<file path="config.mk">
export PLATFORM = sky130hd
export DESIGN_NAME = fetch_unit
export DESIGN_NICKNAME = d
export VERILOG_FILES = /design/src/rtl/mips_pkg.sv /design/src/rtl/fetch_ir_reg.sv /design/src/rtl/fetch_unit.sv
export SDC_FILE = /design/constraint.sdc
export NUM_CORES = 1
export LEC_CHECK = 0
export ABC_AREA = 1
export BUFFER_PORTS_ARGS = -buffer_cell sky130_fd_sc_hd__buf_2
export CAP_MARGIN = 10
export CORE_ASPECT_RATIO = 1.75
export CORE_MARGIN = 2
export CORE_UTILIZATION = 35
export DETAILED_ROUTE_END_ITERATION = 10
export PLACE_DENSITY_LB_ADDON = 0.25
export SYNTH_ARGS = -nofsm -noshare
export SYNTH_HDL_FRONTEND = slang
export SYNTH_SLANG_ARGS = --single-unit
</file>
<file path="constraint.sdc">
create_clock -name w_clk -period 1.6 [get_ports w_clk]
set_input_delay 0.32 -clock w_clk [delete_from_list [all_inputs] [get_ports w_clk]]
set_output_delay 0.32 -clock w_clk [all_outputs]
set_load 0.005 [all_outputs]
</file>
<file path="src/rtl/mips_pkg.sv">
// Shared fetch-stage definitions: state encoding, instruction size and reset constants.
package mips_pkg;

    typedef enum logic [1:0] {
        S_RESET,
        S_REQ,
        S_HOLD,
        S_DRAIN
    } fetch_state_e;

    localparam int unsigned INSTR_BYTES       = 4;
    localparam logic [31:0] RESET_VEC_DEFAULT = 32'h0000_0000;
    localparam logic [31:0] NOP_WORD          = 32'h0000_0000;

endpackage

</file>
<file path="src/rtl/fetch_ir_reg.sv">
// One-entry instruction/PC holding register between fetch and decode.
// A flush drops the held entry and suppresses any load in the same cycle.
module fetch_ir_reg
    import mips_pkg::*;
(
    input  logic        w_clk,
    input  logic        w_rst_n,
    input  logic        w_load,
    input  logic [31:0] w_load_ir_32,
    input  logic [31:0] w_load_pc_32,
    input  logic        w_flush,
    input  logic        w_ready,
    output logic        w_valid,
    output logic [31:0] w_ir_32,
    output logic [31:0] w_dpc_32
);

    logic        valid_q, valid_d;
    logic [31:0] ir_q, ir_d;
    logic [31:0] dpc_q, dpc_d;

    // Next entry: flush wins, then a new load, then consumption by decode.
    always_comb begin
        valid_d = valid_q;
        ir_d    = ir_q;
        dpc_d   = dpc_q;
        if (w_flush) begin
            valid_d = 1'b0;
        end else if (w_load) begin
            valid_d = 1'b1;
            ir_d    = w_load_ir_32;
            dpc_d   = w_load_pc_32;
        end else if (w_ready) begin
            valid_d = 1'b0;
        end
    end

    // Entry registers.
    always_ff @(posedge w_clk or negedge w_rst_n) begin
        if (!w_rst_n) begin
            valid_q <= 1'b0;
            ir_q    <= NOP_WORD;
            dpc_q   <= '0;
        end else begin
            valid_q <= valid_d;
            ir_q    <= ir_d;
            dpc_q   <= dpc_d;
        end
    end

    assign w_valid  = valid_q;
    assign w_ir_32  = ir_q;
    assign w_dpc_32 = dpc_q;

endmodule

</file>
<file path="src/rtl/fetch_unit.sv">
// Instruction fetch stage: fetch-PC registers, imem req/ack handshake, redirect
// draining and a sticky request timeout flag. Holds one instruction for decode.
module fetch_unit
    import mips_pkg::*;
#(
    parameter logic [31:0] RESET_VEC   = RESET_VEC_DEFAULT,
    parameter int unsigned TIMEOUT_CYC = 255
) (
    input  logic        w_clk,
    input  logic        w_rst_n,
    input  logic        w_redirect,
    input  logic [31:0] w_pc_advanced_in_32,
    input  logic [31:0] w_pc_in_32,
    output logic        w_imem_req,
    output logic [31:0] w_imem_addr_32,
    input  logic        w_imem_ack,
    input  logic [31:0] w_imem_rdata_32,
    output logic        w_ir_valid,
    input  logic        w_ir_ready,
    output logic [31:0] w_ir_32,
    output logic [31:0] w_dpc_out_32,
    output logic [31:0] w_pc_32,
    output logic        w_fetch_err
);

    localparam logic [31:0] STEP      = 32'(INSTR_BYTES);
    localparam logic [7:0]  TO_LIMIT  = 8'(TIMEOUT_CYC);
    localparam logic [31:0] ADDR_MASK = ~32'h3;

    fetch_state_e state_q, state_d;
    logic [31:0]  fetch_pc_q, fetch_pc_d;
    logic [31:0]  next_pc_q, next_pc_d;
    logic [31:0]  drain_addr_q, drain_addr_d;
    logic [7:0]   to_cnt_q, to_cnt_d;
    logic         err_q, err_d;

    logic         ir_valid;
    logic         slot_free;
    logic         req;
    logic         waiting;
    logic         ir_load;
    logic [31:0]  addr_raw;

    assign slot_free = !ir_valid || w_ir_ready;

    // Request is raised only when the IR slot can take the returning word; a
    // drain keeps the old request up regardless, so the memory sees a stable req.
    always_comb begin
        req = 1'b0;
        unique case (state_q)
            S_REQ, S_HOLD: req = slot_free;
            S_DRAIN:       req = 1'b1;
            default:       req = 1'b0;
        endcase
    end

    assign waiting  = req && !w_imem_ack;
    assign ir_load  = req && w_imem_ack && (state_q != S_DRAIN) && !w_redirect;
    // During a drain the PC already holds the redirect target, so the address
    // of the abandoned request is replayed from its own register.
    assign addr_raw = (state_q == S_DRAIN) ? drain_addr_q : fetch_pc_q;

    // Next state, PC sequencing and timeout tracking; redirect overrides everything.
    always_comb begin
        state_d      = state_q;
        fetch_pc_d   = fetch_pc_q;
        next_pc_d    = next_pc_q;
        drain_addr_d = drain_addr_q;
        if (w_redirect) begin
            fetch_pc_d = w_pc_advanced_in_32;
            next_pc_d  = w_pc_in_32;
            state_d    = waiting ? S_DRAIN : S_REQ;
            if (waiting && (state_q != S_DRAIN)) begin
                drain_addr_d = fetch_pc_q;
            end
        end else begin
            unique case (state_q)
                S_RESET: state_d = S_REQ;
                S_REQ, S_HOLD: begin
                    if (ir_load) begin
                        fetch_pc_d = next_pc_q;
                        next_pc_d  = next_pc_q + STEP;
                        state_d    = S_REQ;
                    end else begin
                        state_d = slot_free ? S_REQ : S_HOLD;
                    end
                end
                S_DRAIN: begin
                    if (w_imem_ack) begin
                        state_d = S_REQ;
                    end
                end
                default: state_d = S_RESET;
            endcase
        end

        to_cnt_d = to_cnt_q;
        if (w_imem_ack) begin
            to_cnt_d = '0;
        end else if (waiting && (to_cnt_q != '1)) begin
            to_cnt_d = to_cnt_q + 8'd1;
        end
        err_d = err_q || (waiting && ((to_cnt_q + 8'd1) == TO_LIMIT));
    end

    // Fetch state, PC and timeout registers.
    always_ff @(posedge w_clk or negedge w_rst_n) begin
        if (!w_rst_n) begin
            state_q      <= S_RESET;
            fetch_pc_q   <= RESET_VEC;
            next_pc_q    <= RESET_VEC + STEP;
            drain_addr_q <= '0;
            to_cnt_q     <= '0;
            err_q        <= 1'b0;
        end else begin
            state_q      <= state_d;
            fetch_pc_q   <= fetch_pc_d;
            next_pc_q    <= next_pc_d;
            drain_addr_q <= drain_addr_d;
            to_cnt_q     <= to_cnt_d;
            err_q        <= err_d;
        end
    end

    fetch_ir_reg u_ir_reg (
        .w_clk        (w_clk),
        .w_rst_n      (w_rst_n),
        .w_load       (ir_load),
        .w_load_ir_32 (w_imem_rdata_32),
        .w_load_pc_32 (fetch_pc_q & ADDR_MASK),
        .w_flush      (w_redirect),
        .w_ready      (w_ir_ready),
        .w_valid      (ir_valid),
        .w_ir_32      (w_ir_32),
        .w_dpc_32     (w_dpc_out_32)
    );

    assign w_imem_req     = req;
    assign w_imem_addr_32 = addr_raw & ADDR_MASK;
    assign w_ir_valid     = ir_valid;
    assign w_pc_32        = fetch_pc_q;
    assign w_fetch_err    = err_q;

endmodule

</file>
# Word level (Yosys, flattened, before mapping)
# Cells that the tools add are included.
# Widths: inputs -> output; s select.
[word_totals] rom_bits=0 ramBits=0 register_bits=170 elab_cells=59 out_inout_bits=131 mem_count=0 latch_bits=0
[classes] mux=19 n_eq_ne=7 addsub=2 n_reduce_logical=21 mul=0 order_cmp=0 n_shift=0 div=0 bitwise=1
[op_table] op="$mux 32" count=7
[op_table] op="$add 32x3->32 const B" count=1
[op_table] op="$mux 8" count=2
[op_table] op="$mux 2" count=5
[op_table] op="$add 8x1->8 const B" count=1
[op_table] op="$eq 8x8->1 const B" count=1
[op_table] op="$ne 8x8->1 const B" count=1
[op_table] op="$logic_and 1x1->1" count=7
[op_table] op="$pmux 2 s3" count=1
[op_table] op="$reduce_and 2->1" count=3
[op_table] op="$reduce_bool 2->1" count=3
[op_table] op="$eq 2x2->1 const B" count=2
[op_table] op="$logic_not 1->1" count=3
[op_table] op="$mux 1" count=3
[op_table] op="$ne 3x3->1 const B" count=1
[op_table] op="$reduce_bool 3->1" count=1
[op_table] op="$eq 2x1->1 const B" count=1
[op_table] op="$logic_not 2->1" count=1
[op_table] op="$logic_or 1x1->1" count=2
[op_table] op="$ne 2x2->1 const B" count=1
[op_table] op="$pmux 1 s2" count=1
[op_table] op="$reduce_or 2->1" count=1
[op_table] op="$not 1->1" count=1

# Logic depth before layout (Yosys ltp)
[depth] depth_word=9 mapped_depth=11

# Cells and area by module
# A second synthesis with hierarchy kept.
[unflattened] cells_unflattened=1060 area_unflattened_um2=8310.5
[modules_own_cells] module="fetch_unit" instances=1 seq_area_each_um2=2628.8 cells_per_inst=777 area_per_inst_um2=5723.0
[modules_own_cells] module="fetch_ir_reg" instances=1 seq_area_each_um2=1626.6 cells_per_inst=283 area_per_inst_um2=2587.5

# Worst setup path before layout
# OpenSTA, ideal clock, no wires.
[synth_timing] path_kind="reg2reg" startpoint="register state_q[1]" endpoint="register u_ir_reg.dpc_q[3] (netlist: u_ir_reg.w_dpc_32[3])" path_buffers=3 stages_incl_launch_ff=11 arrival_time_ps=1527 path_slack_ps=-49 cell_sequence="dfrtp_1 ha_1 buf_4 inv_2 nand4_4 inv_2 nand2_2 buf_6 buf_2 nand2_1 o21ai_1"
[synth_between] elab_chain_len=7 elab_cells_between_ends=10 cone_classes="eq/ne: 4; mux: 1; reduce/logical: 5"
[synth_rtl] item="start: declaration" line="fetch_unit.sv:30" rtl="fetch_state_e state_q, state_d;"
[synth_rtl] item="start signal: assignment" line="fetch_unit.sv:116" rtl="state_q <= state_d;"
[synth_rtl] item="$eq 2x1->1 / $eq 2x2->1 (equally long branches)" line="fetch_unit.sv:50" rtl="unique case (state_q)"
[synth_rtl] item="$reduce_or 2->1" line="fetch_unit.sv:50"
[synth_rtl] item="$pmux 1 s2" line="fetch_unit.sv:50"
[synth_rtl] item="$logic_and 1x1->1" line="fetch_unit.sv:58" rtl="assign ir_load = req && w_imem_ack && (state_q != S_DRAIN) && !w_redirect;"
[synth_rtl] item="$logic_and 1x1->1 * (2 in a row)" line="fetch_unit.sv:58"
[synth_rtl] item="$reduce_and 2->1 (no source line) *"
[synth_rtl] item="end signal: assignment" line="fetch_ir_reg.sv:47" rtl="dpc_q <= dpc_d;"
[synth_rtl] item="end: declaration" line="fetch_ir_reg.sv:20" rtl="logic [31:0] dpc_q, dpc_d;"
# Mark *: on every way between the ends. The rest lies on a longest branch, timed or not.
# A chain may end at the register's enable or synchronous reset.

# Final worst setup path
[layout_timing] startpoint="register state_q[1]" endpoint="register drain_addr_q[13]"
[layout_between] elab_chain_len=6 elab_cells_between_ends=9 cone_classes="eq/ne: 4; mux: 1; reduce/logical: 4"
[layout_rtl] item="$eq 2x1->1 / $eq 2x2->1 (equally long branches)" line="fetch_unit.sv:50"
[layout_rtl] item="$reduce_or 2->1" line="fetch_unit.sv:50"
[layout_rtl] item="$pmux 1 s2" line="fetch_unit.sv:50"
[layout_rtl] item="$logic_and 1x1->1" line="fetch_unit.sv:57" rtl="assign waiting = req && !w_imem_ack;"
[layout_rtl] item="$logic_and 1x1->1 *" line="fetch_unit.sv:73" rtl="if (waiting && (state_q != S_DRAIN)) begin"
[layout_rtl] item="$reduce_and 2->1 (no source line) *"
[layout_rtl] item="end signal: assignment" line="fetch_unit.sv:119" rtl="drain_addr_q <= drain_addr_d;"
[layout_rtl] item="end: declaration" line="fetch_unit.sv:33" rtl="logic [31:0] drain_addr_q, drain_addr_d;"
# Marks and branches as above.

==> results.md <==
* Clk root buf: clkbuf_16
* Register area share after synthesis at 0.515
* Critical setup path kind: flop to flop
* FFs w/ async S/R, synth at 1.00
* Starting DRT DRC Count at 463
* Leak at 6.14 nW
* Placer Congestion at 0.883
* Seq cells post-synth at 168
* Post-layout util at 0.536
* ANT cells at 0
* FF-to-FF path depth at 14
* Vias at 8340
* Post-synth EDFFs at 0
* Sum of negative setup slack at -66.58 ns
* Die width at 119 um
* Final WS setup at -0.452 ns
* Layout cells sized above 1 at 0.390
* WHS Path Cells at 3
* Vias/cell at 5.06
* Initial core utilization at 0.353
* RR Startpoint: state_q[1]$_DFFE_PN0P_
* Initial antenna violation count at 0
* Cell row count at 74
* H-tree depth at 4
* CP startpoint kind: flop
* Period utilisation layout at 1.28
* Clock slew seen by the registers of the worst setup and hold paths at 0.07 ns
* Tot GR Track Use at 0.228
* NumNets Final at 1438
* Detailed Route WL at 30100 um
* Grt ovf at 0
* Worst EP required at 1.95 ns
* Tmin final at 2.05 ns
* WL per Instance at 18.3 um
* Final setup vio count at 195
* First-pass GRT wire length at 43300 um
* Power Density at 1580 nW/um^2
* Worst Setup SP: state_q[1]$_DFFE_PN0P_
* Most used DFF post-synth: dfrtp_1
* Max cap viols at 0
* Commonest non-fill, non-tap cell in the layout: nand2_1
* Yosys Warn Count at 0
* Fmax at 487 MHz
* Synth Instances at 1011
* Final count of pins violating max slew at 0
* TritonRoute pass-1 iters at 5
* Placed Cells at 1570
* Pin count of the biggest net entering global routing at 44
* Ports at 232
* Clk_lat worst skew at 0.44 ns
* Netlist cell types at 38
* Crit-path max FO at 6
* Commonest cells after routing, fill and taps aside: 236 x nand2_1, 225 x buf_2, 167 x dfrtp_1
* Layout area overhead at 52.0%
* Core ar. at 23100 sq um
* Die Y at 206 um
* R2r endpoint: drain_addr_q[13]$_DFFE_PN0P_
* Port buffer count at 227
* Fin cells at 1647
* Worst path arrival time at 2.40 ns
* DP Wirelength at 19100 um
* Violated checks: setup timing
* Worst hold start: w_pc_in_32[1]
* Vias in the first global route at 8051
* Crit. End Element: flop
* Hold Fails Final Rpt at 0
* Rel. slew slack at 0.629
* TritonCTS clock tree: done
* Post-synthesis area per instance at 8.08 sq um
* Worst min path class: primary input to flop
* DRC Markers at 0
* CTS Buf Count at 17
* Max VDD drop at 0.795 mV
* Worst R2R Setup Slack at -0.45 ns
* DIE AREA at 24600 sq um
* Netlist Area Pre-Place at 8170 sq um
* Status: finished, violations left
* Final Skew at 0.0162 ns
* RSZ-0062 raised after global routing: yes
* Hold Crit Endpoint: next_pc_q[1]$_DFFE_PN0P_
* Antenna-violating nets left at 0
* Least-Margin Pin Slew at 0.556 ns
* Clock Sinks at 168
* Buffer levels on the longest clock path at 2
## metal layers
| layer | global-route usage | share of wire | vias to the layer above |
|---|---|---|---|
| li1 | - | - | 3977 |
| met1 | 0.259 | 0.37 | 4017 |
| met2 | 0.425 | 0.55 | 289 |
| met3 | 0.0339 | 0.046 | 57 |
| met4 | 0.0882 | 0.035 | 0 |
| met5 | 0 | 0 | - |
## kinds of logic (layout without fill, tap and decap cells)
family	after synthesis	in the layout	synth area share
muxes	1	1	0.00123
DFF	168	168	0.515
other	1	4	0.000459
AOI/OAI and AO/OA	216	216	0.146
buffers and inverters	149	477	0.0816
xor gates and xnor gates	5	5	0.00536
adders and majority gates	5	5	0.00766
and+or+nand+nor	466	467	0.243
## how the worst max path moves through the flow
stage / to / slack (ns)
after global routing: drain_addr_q[24]$_DFFE_PN0P_ / -0.52
final: drain_addr_q[13]$_DFFE_PN0P_ / -0.45
after detailed placement: next_pc_q[20]$_DFFE_PN0P_ / -0.18
after CTS: w_imem_req / -0.40
after floorplan: w_pc_32[12]$_DFFE_PN0P_ / -0.007
after global placement: next_pc_q[20]$_DFFE_PN0P_ / -0.16
## critical path, stage by stage, from the launching register on
cell,delay (ns)
dfrtp_1,0.40
buf_6,0.13
inv_4,0.03
ha_4,0.26
nand2_4,0.05
nand2_4,0.08
nand2_4,0.05
buf_6,0.12
nor2_4,0.12
nand2_2,0.09
nor2_4,0.14
buf_12,0.16
clkbuf_16,0.17
nor2_2,0.03
a21oi_1,0.11
## cell type report
| cell class | instances | area, sq um |
|---|---|---|
| flip-flops and latches | 168 | 4210 |
| well taps | 304 | 380 |
| clock inverters | 8 | 75.1 |
| multi-input cells | 698 | 3920 |
| fillers | 2172 | 10700 |
| repair inverters | 1 | 11.3 |
| inverters | 91 | 372 |
| clock buffers | 22 | 464 |
| repair buffers | 355 | 2990 |
## power breakdown
group | switching [W] | internal [W] | leakage [nW]
logic | 0.00441 | 0.00425 | 3.80
clock network | 0.00170 | 0.00220 | 0.266
registers | 0.00119 | 0.00585 | 2.07
total | 0.00730 | 0.0123 | 6.14
## state kept, by name, summed over array words and instances, names as in the netlist, 2 cells and up
name and count:
drain_addr_q 30, next_pc_q 32, state_q 2, to_cnt_q 8
u_ir_reg.w_dpc_32 30, u_ir_reg.w_ir_32 32, w_pc_32 32
## cell usage after synthesis, drive strengths merged (2+ instances only)
master / count / area share
a31oi: 2 / 0.0015
nor3: 10 / 0.0067
buf: 40 / 0.032
nor2: 89 / 0.045
nand2: 274 / 0.13
xor2: 5 / 0.0054
a22oi: 4 / 0.0037
clkbuf: 18 / 0.0083
dfrtp: 167 / 0.51
nand3: 73 / 0.045
a21oi: 75 / 0.051
inv: 91 / 0.042
o21ai: 114 / 0.071
o22ai: 3 / 0.0023
ha: 5 / 0.0077
nand4: 18 / 0.016
o211ai: 16 / 0.015
## timing repair
action / CTS / global route
pin swaps: 24 / 29
hold buffers: 1 / 0
endpoints found under the setup margin: 184 / 196
hold endpoints to repair: 34 / 0
cloned: 16 / 15
gates resized for setup: 152 / 104
setup buffers: 12 / 6
## through the flow
step	hold WS, ns	cell area, sq um	power, W	setup slack [ns]
after floorplan	0.0244	8260	0.00993	-0.00690
after global placement	0.287	10200	0.0130	-0.162
after detailed placement	0.284	10200	0.0131	-0.179
after CTS	0.0732	11700	0.0186	-0.399
after global routing	0.0742	12400	0.0208	-0.517
final	0.0854	12400	0.0196	-0.452
(Power assumes the default switching activity.)
